$ cat src/rtl/riscv_regfile_pkg.sv
// ---------------------------------------------------------------------------
// riscv_regfile_pkg
//   Shared constants and helpers for the RV32I integer register file.
//   Also provides the core-wide `XLEN default when no defines file has
//   already set it.
// ---------------------------------------------------------------------------
`ifndef XLEN
`define XLEN 32
`endif

package riscv_regfile_pkg;

    // Largest architectural register count addressable by a 5-bit field.
    localparam int unsigned NREG_MAX = 32;

    // Address width for a register count. Never narrower than one bit, so a
    // degenerate count still yields a legal port.
    function automatic int unsigned addr_width(input int unsigned nreg);
        return (nreg <= 1) ? 1 : $clog2(nreg);
    endfunction

endpackage

$ cat src/rtl/riscv_register.sv
// ---------------------------------------------------------------------------
// riscv_register
//   Single enabled register with asynchronous active-low reset to a
//   per-instance init value. One instance backs each writable entry of
//   riscv_regfile.
//
// Ports
//   i_clk   in   1      clock, rising edge
//   i_rstn  in   1      asynchronous active-low reset
//   i_en    in   1      load enable
//   i_d     in   WIDTH  load data
//   o_q     out  WIDTH  stored value
// ---------------------------------------------------------------------------
`ifndef XLEN
`define XLEN 32
`endif

module riscv_register
    import riscv_regfile_pkg::*;
#(
    parameter int unsigned      WIDTH         = `XLEN,
    parameter logic [WIDTH-1:0] REGISTER_INIT = '0
) (
    input  logic             i_clk,
    input  logic             i_rstn,
    input  logic             i_en,
    input  logic [WIDTH-1:0] i_d,
    output logic [WIDTH-1:0] o_q
);

    logic [WIDTH-1:0] data_d;
    logic [WIDTH-1:0] data_q;

    // NOTE: defaulting data_d to the held value first means every path
    // assigns it, so no latch is inferred when i_en is low.
    always_comb begin
        data_d = data_q;
        if (i_en) begin
            data_d = i_d;
        end
    end

    // NOTE: the register array is built from individually reset flops
    // rather than a RAM macro, because every entry must show REGISTER_INIT
    // the moment reset asserts. State updates use non-blocking assignment
    // so all entries sample their inputs before any of them changes.
    always_ff @(posedge i_clk or negedge i_rstn) begin
        if (!i_rstn) begin
            data_q <= REGISTER_INIT;
        end else begin
            data_q <= data_d;
        end
    end

    assign o_q = data_q;

endmodule

$ cat src/rtl/riscv_regfile.sv
// ---------------------------------------------------------------------------
// riscv_regfile
//   RV32I integer register file: NREG entries of XLEN bits, two
//   combinational read ports and one synchronous write port. Entry 0 is
//   hardwired to zero; entries 1..NREG-1 reset to REGISTER_INIT. With
//   BYPASS=1 a read of the address being written returns the write data in
//   the same cycle.
//
// Ports
//   i_clk       in   1       clock, rising edge
//   i_rstn      in   1       asynchronous active-low reset
//   i_rd_wen    in   1       write enable
//   i_rd_addr   in   AWIDTH  write address
//   i_rd_data   in   XLEN    write data
//   i_rs1_addr  in   AWIDTH  read port 1 address
//   o_rs1_data  out  XLEN    read port 1 data (combinational)
//   i_rs2_addr  in   AWIDTH  read port 2 address
//   o_rs2_data  out  XLEN    read port 2 data (combinational)
// ---------------------------------------------------------------------------
`ifndef XLEN
`define XLEN 32
`endif

module riscv_regfile
    import riscv_regfile_pkg::*;
#(
    parameter int unsigned     XLEN          = `XLEN,
    parameter int unsigned     NREG          = 32,
    parameter int unsigned     AWIDTH        = addr_width(NREG),
    parameter logic [XLEN-1:0] REGISTER_INIT = '0,
    parameter int unsigned     BYPASS        = 1
) (
    input  logic              i_clk,
    input  logic              i_rstn,
    input  logic              i_rd_wen,
    input  logic [AWIDTH-1:0] i_rd_addr,
    input  logic [XLEN-1:0]   i_rd_data,
    input  logic [AWIDTH-1:0] i_rs1_addr,
    output logic [XLEN-1:0]   o_rs1_data,
    input  logic [AWIDTH-1:0] i_rs2_addr,
    output logic [XLEN-1:0]   o_rs2_data
);

    // Never build more entries than a 5-bit register field can name.
    localparam int unsigned NENT = (NREG > NREG_MAX) ? NREG_MAX : NREG;

    logic [XLEN-1:0] entry [NENT];
    logic [NENT-1:0] wr_sel;
    logic            wr_hit;
    logic [XLEN-1:0] rs1_data;
    logic [XLEN-1:0] rs2_data;

    // x0 is a constant with no storage and can never be selected for write.
    assign entry[0]  = '0;
    assign wr_sel[0] = 1'b0;

    // One-hot write decode. An out-of-range address matches no k, so the
    // write is dropped without extra logic; gating with i_rstn keeps a write
    // that overlaps reset from reaching any entry.
    for (genvar k = 1; k < NENT; k++) begin : g_entry
        assign wr_sel[k] = i_rd_wen & (i_rd_addr == AWIDTH'(k)) & i_rstn;

        riscv_register #(
            .WIDTH         (XLEN),
            .REGISTER_INIT (REGISTER_INIT)
        ) u_reg (
            .i_clk  (i_clk),
            .i_rstn (i_rstn),
            .i_en   (wr_sel[k]),
            .i_d    (i_rd_data),
            .o_q    (entry[k])
        );
    end

    // A write that will actually land this cycle: enabled, out of reset,
    // nonzero and in range. Bypass is only allowed for such writes.
    assign wr_hit = |wr_sel;

    // Read muxes. Unmatched (out-of-range) addresses fall through to zero.
    always_comb begin
        rs1_data = '0;
        rs2_data = '0;
        for (int k = 1; k < int'(NENT); k++) begin
            if (i_rs1_addr == AWIDTH'(k)) rs1_data = entry[k];
            if (i_rs2_addr == AWIDTH'(k)) rs2_data = entry[k];
        end
        if (BYPASS != 0 && wr_hit) begin
            if (i_rs1_addr == i_rd_addr) rs1_data = i_rd_data;
            if (i_rs2_addr == i_rd_addr) rs2_data = i_rd_data;
        end
    end

    assign o_rs1_data = rs1_data;
    assign o_rs2_data = rs2_data;

endmodule

$ cat config.mk
export PLATFORM = sky130hd
export DESIGN_NAME = riscv_regfile
export DESIGN_NICKNAME = d
export VERILOG_FILES = /design/src/rtl/riscv_regfile_pkg.sv /design/src/rtl/riscv_register.sv /design/src/rtl/riscv_regfile.sv
export SDC_FILE = /design/constraint.sdc
export NUM_CORES = 2
export LEC_CHECK = 0
export ABC_AREA = 1
export CAP_MARGIN = 20
export CORE_MARGIN = 2
export CORE_UTILIZATION = 37
export DETAILED_ROUTE_END_ITERATION = 8
export SYNTH_ARGS = -nofsm -noshare
export SYNTH_HDL_FRONTEND = slang
export SYNTH_SLANG_ARGS = --single-unit
$ cat constraint.sdc
create_clock -name i_clk -period 4.04 [get_ports i_clk]
set_input_delay 0.808 -clock i_clk [delete_from_list [all_inputs] [get_ports i_clk]]
set_output_delay 0.808 -clock i_clk [all_outputs]
set_load 0.01 [all_outputs]
==> results.py <==
metrics = {
    "power": {
        "p_clk_share_pct": 40.5,
        "pwr-share-comb_pct": 14.6,
        "p_leak_uw": 0.0305,
        "intPower_uw": 19300,
        "irDropWorstVdd_mv": 0.463,
        "power.density_mw_per_mm2": 404,
        "swShare_pct": 29.0,
        "p_seq_share_pct": 45.0,
        "switchingPower_uw": 7900,
    },
    "floorplan": {
        "die_h_um": 381,
        "core_area_mm2": 0.141,
        "rows": 138,
        "dieArea_mm2": 0.145,
        "start_util_pct": 37.3,
        "io_pins": 114,
        "chipWidth_um": 381,
    },
    "timing": {
        "timing.hold.ws_ns": 0.230,
        "rsz0062_at_grt": "true",
        "period_share_pct": 116,
        "worst_pin_slew_ns": 0.998,
        "final-max-slew-violation-count": 0,
        "skew_ns": 0,
        "fmax_mhz": 214,
        "finalHoldViolations": 0,
        "setup_violations": 64,
        "slew_headroom_pct": 33.4,
        "worst_slack_ns": -0.640,
        "period_needed_ns": 4.68,
    },
    "logic_synthesis": {
        "syn_area_mm2": 0.0527,
        "synth_fp_nets": 7544,
        "synth_top_area_share_pct": 47.1,
        "synth.most_common_cell": "nand2_1",
        "synth_edf_count": 0,
        "synth_cell_types": 29,
        "synth_seq_area_share_pct": 47.1,
        "netlist_top_cells_area": "dfrtp_1 (47%), nand2_1 (19%), o21ai_0 (11%)",
        "ys_async_sr_fraction_pct": 100,
        "synthTopCellsByCount": "nand2_1 (2660), o21ai_0 (1114), dfrtp_1 (992)",
        "syn_area_per_cell_um2": 7.03,
        "synth_ff_type": "dfrtp_1",
        "synth_warnings": 0,
        "syn_inst": 7494,
        "yosysTopAreaCell": "dfrtp_1",
        "synth_seq_cells": 992,
    },
    "clock_network": {
        "htree_num_levels": 3,
        "path_clk_slew_ns": 0.06,
        "clock_sinks": 992,
        "root_buffer": "clkbuf_16",
        "cts_tree": "built",
        "clk-insertion-delay-late_ns": 0.71,
        "clock_path_buffers": 3,
        "postCtsHoldBufs": 0,
        "cts_inserted_buffers": 112,
    },
    "grt": {
        "gr-max-usage-layer": "met2",
        "grt_overflow": 0,
        "met2_usage_pct": 43.4,
        "grt_pass1_wl_mm": 314,
        "use_met1_pct": 38.9,
        "grtUsageMet3_pct": 4.88,
        "grt_max_degree": 146,
        "antenna_found_initial": 2,
        "grt_pass1_vias": 50500,
        "track_usage_pct": 27.9,
    },
    "finish": {
        "diodes": 0,
        "final_nets": 7922,
        "fillers": 13800,
        "seq_area_mm2": 0.0248,
        "largest_reg_flops": 992,
        "drive_gt1_share_pct": 18.0,
        "fin_area_mm2": 0.0673,
        "multiInputGateArea_mm2": 0.0250,
        "syn_to_final_growth_pct": 27.8,
    },
    "route": {
        "wl_mm": 210,
        "first_iter_violations": 6615,
        "vias": 54000,
        "via_per_inst": 5.48,
        "wl_per_cell_um": 21.3,
        "drc": 0,
        "drtAntennaViolNets": 0,
        "dr.pass1.iters": 6,
    },
    "run_status": {
        "status": "complete, but fails checks",
        "violations": "setup timing",
    },
    "place": {
        "dp_hpwl_mm": 143,
        "routabilityCongestion": 0.902,
        "io_buffer_count": 113,
        "dpl_cell_area_mm2": 0.0603,
    },
    "worst_setup_path": {
        "path_buf_inv": 6,
        "path_common_cell": "nand4_1",
        "critPathTopFamily": "simple AND/OR/NAND/NOR gates",
        "crit_path_end_kind": "output pin",
        "max_stage_delay_ns": 0.25,
        "worst-endpoint-arrival_ns": 3.87,
        "rrSetupSlack_ns": 3.24,
        "start_kind": "primary input",
        "critPathMaxFanout": 3,
        "critPathKind": "in2out",
        "cp_slowest_cell": "nand4_1",
        "required_ns": 3.23,
    },
    "min_path": {
        "min_path_type": "in2async",
    },
    "run": {
        "cap_violations": 0,
    },
}
==> worst paths after layout <==
| kind | from | endpoint | cells after the start |
|---|---|---|---|
| setup / recovery | i_rs2_addr[2] | o_rs2_data[29] | 25 |
| max in group asynchronous | i_rstn | g_entry[23].u_reg.o_q[28] | 4 |
| setup reg to reg | g_entry[2].u_reg.o_q[12] | g_entry[2].u_reg.o_q[12] | 3 |
| hold reg to reg | g_entry[18].u_reg.o_q[5] | g_entry[18].u_reg.o_q[5] | 2 |
| hold / removal | i_rstn | g_entry[19].u_reg.o_q[31] | 2 |
| min in group i_clk | g_entry[18].u_reg.o_q[5] | g_entry[18].u_reg.o_q[5] | 2 |
==> per-stage QoR <==
stage                     TNS [ns]  std cells  power, uW  worst slack (ns)  util (%)
after detailed placement    -83.73       9539      16000             -1.55      42.7
after global routing        -38.65       9855      28400            -0.729      47.6
after global placement      -90.31       9538      15900             -1.75      42.7
final                       -28.82       9855      27200            -0.640      47.6
after CTS                   -33.15       9818      27200            -0.642      46.8
after floorplan                  0       7494      14100             0.522         -
==> final cells by class <==
type                    count  share of cell area (%)
clock buffers             163                    4.88
clock inverters            44                   0.985
inverters                 583                    3.33
multi-input cells        5365                    37.2
flip-flops and latches    992                    36.9
well taps                1890                    3.51
repair buffers            818                    13.2
==> kinds of logic after synthesis <==
| kind of cell | share of synthesized area (%) |
|---|---|
| and+or+nand+nor | 31.6 |
| AOI/OAI and AO/OA | 13.1 |
| buffers and inverters | 8.21 |
| DFF | 47.1 |
==> metal layers <==
layer | vias to the layer above | part of all wire (%)
li1 | 25000 | -
met1 | 26100 | 42
met2 | 2549 | 45
met3 | 446 | 8.8
met4 | 2 | 4.2
met5 | - | 0.0062
==> power groups by stage <==
stage | Clock [uW] | Sequential [uW] | Combinational, uW
floorplan | 0 | 12100 | 2020
global placement | 0 | 12300 | 3600
detailed placement | 0 | 12400 | 3680
CTS | 11200 | 12200 | 3860
global route | 11500 | 12400 | 4410
finish | 11000 | 12200 | 3970
==> what timing repair did <==
item                                    in CTS  in global routing
gates resized for setup                    658                247
endpoints found under the setup margin      64                 64
gates cloned                                16                  8
pin swaps                                  559                633
setup buffers                               61                 38
==> placed cells by master (no fill, tap or decap), types with 15 or more instances in the layout <==
cell	instances
nand2_1	2550
o21ai_0	1106
dfrtp_1	992
inv_1	545
buf_4	472
nand4_1	468
nor2_1	452
a21oi_1	153
nor2_2	150
buf_12	146
clkbuf_16	122
nand3_1	107
nand2_2	102
buf_6	85
nand3_2	55
nor2_4	39
clkdlybuf4s50_1	36
a21oi_2	35
buf_2	35
o2111ai_1	29
or2_2	26
clkbuf_1	25
clkbuf_8	23
inv_2	20
nor3_1	20
clkinv_2	19
buf_8	19
and2_1	16
bufinv_16	15
Note: power is estimated with default switching activity, not from simulation.
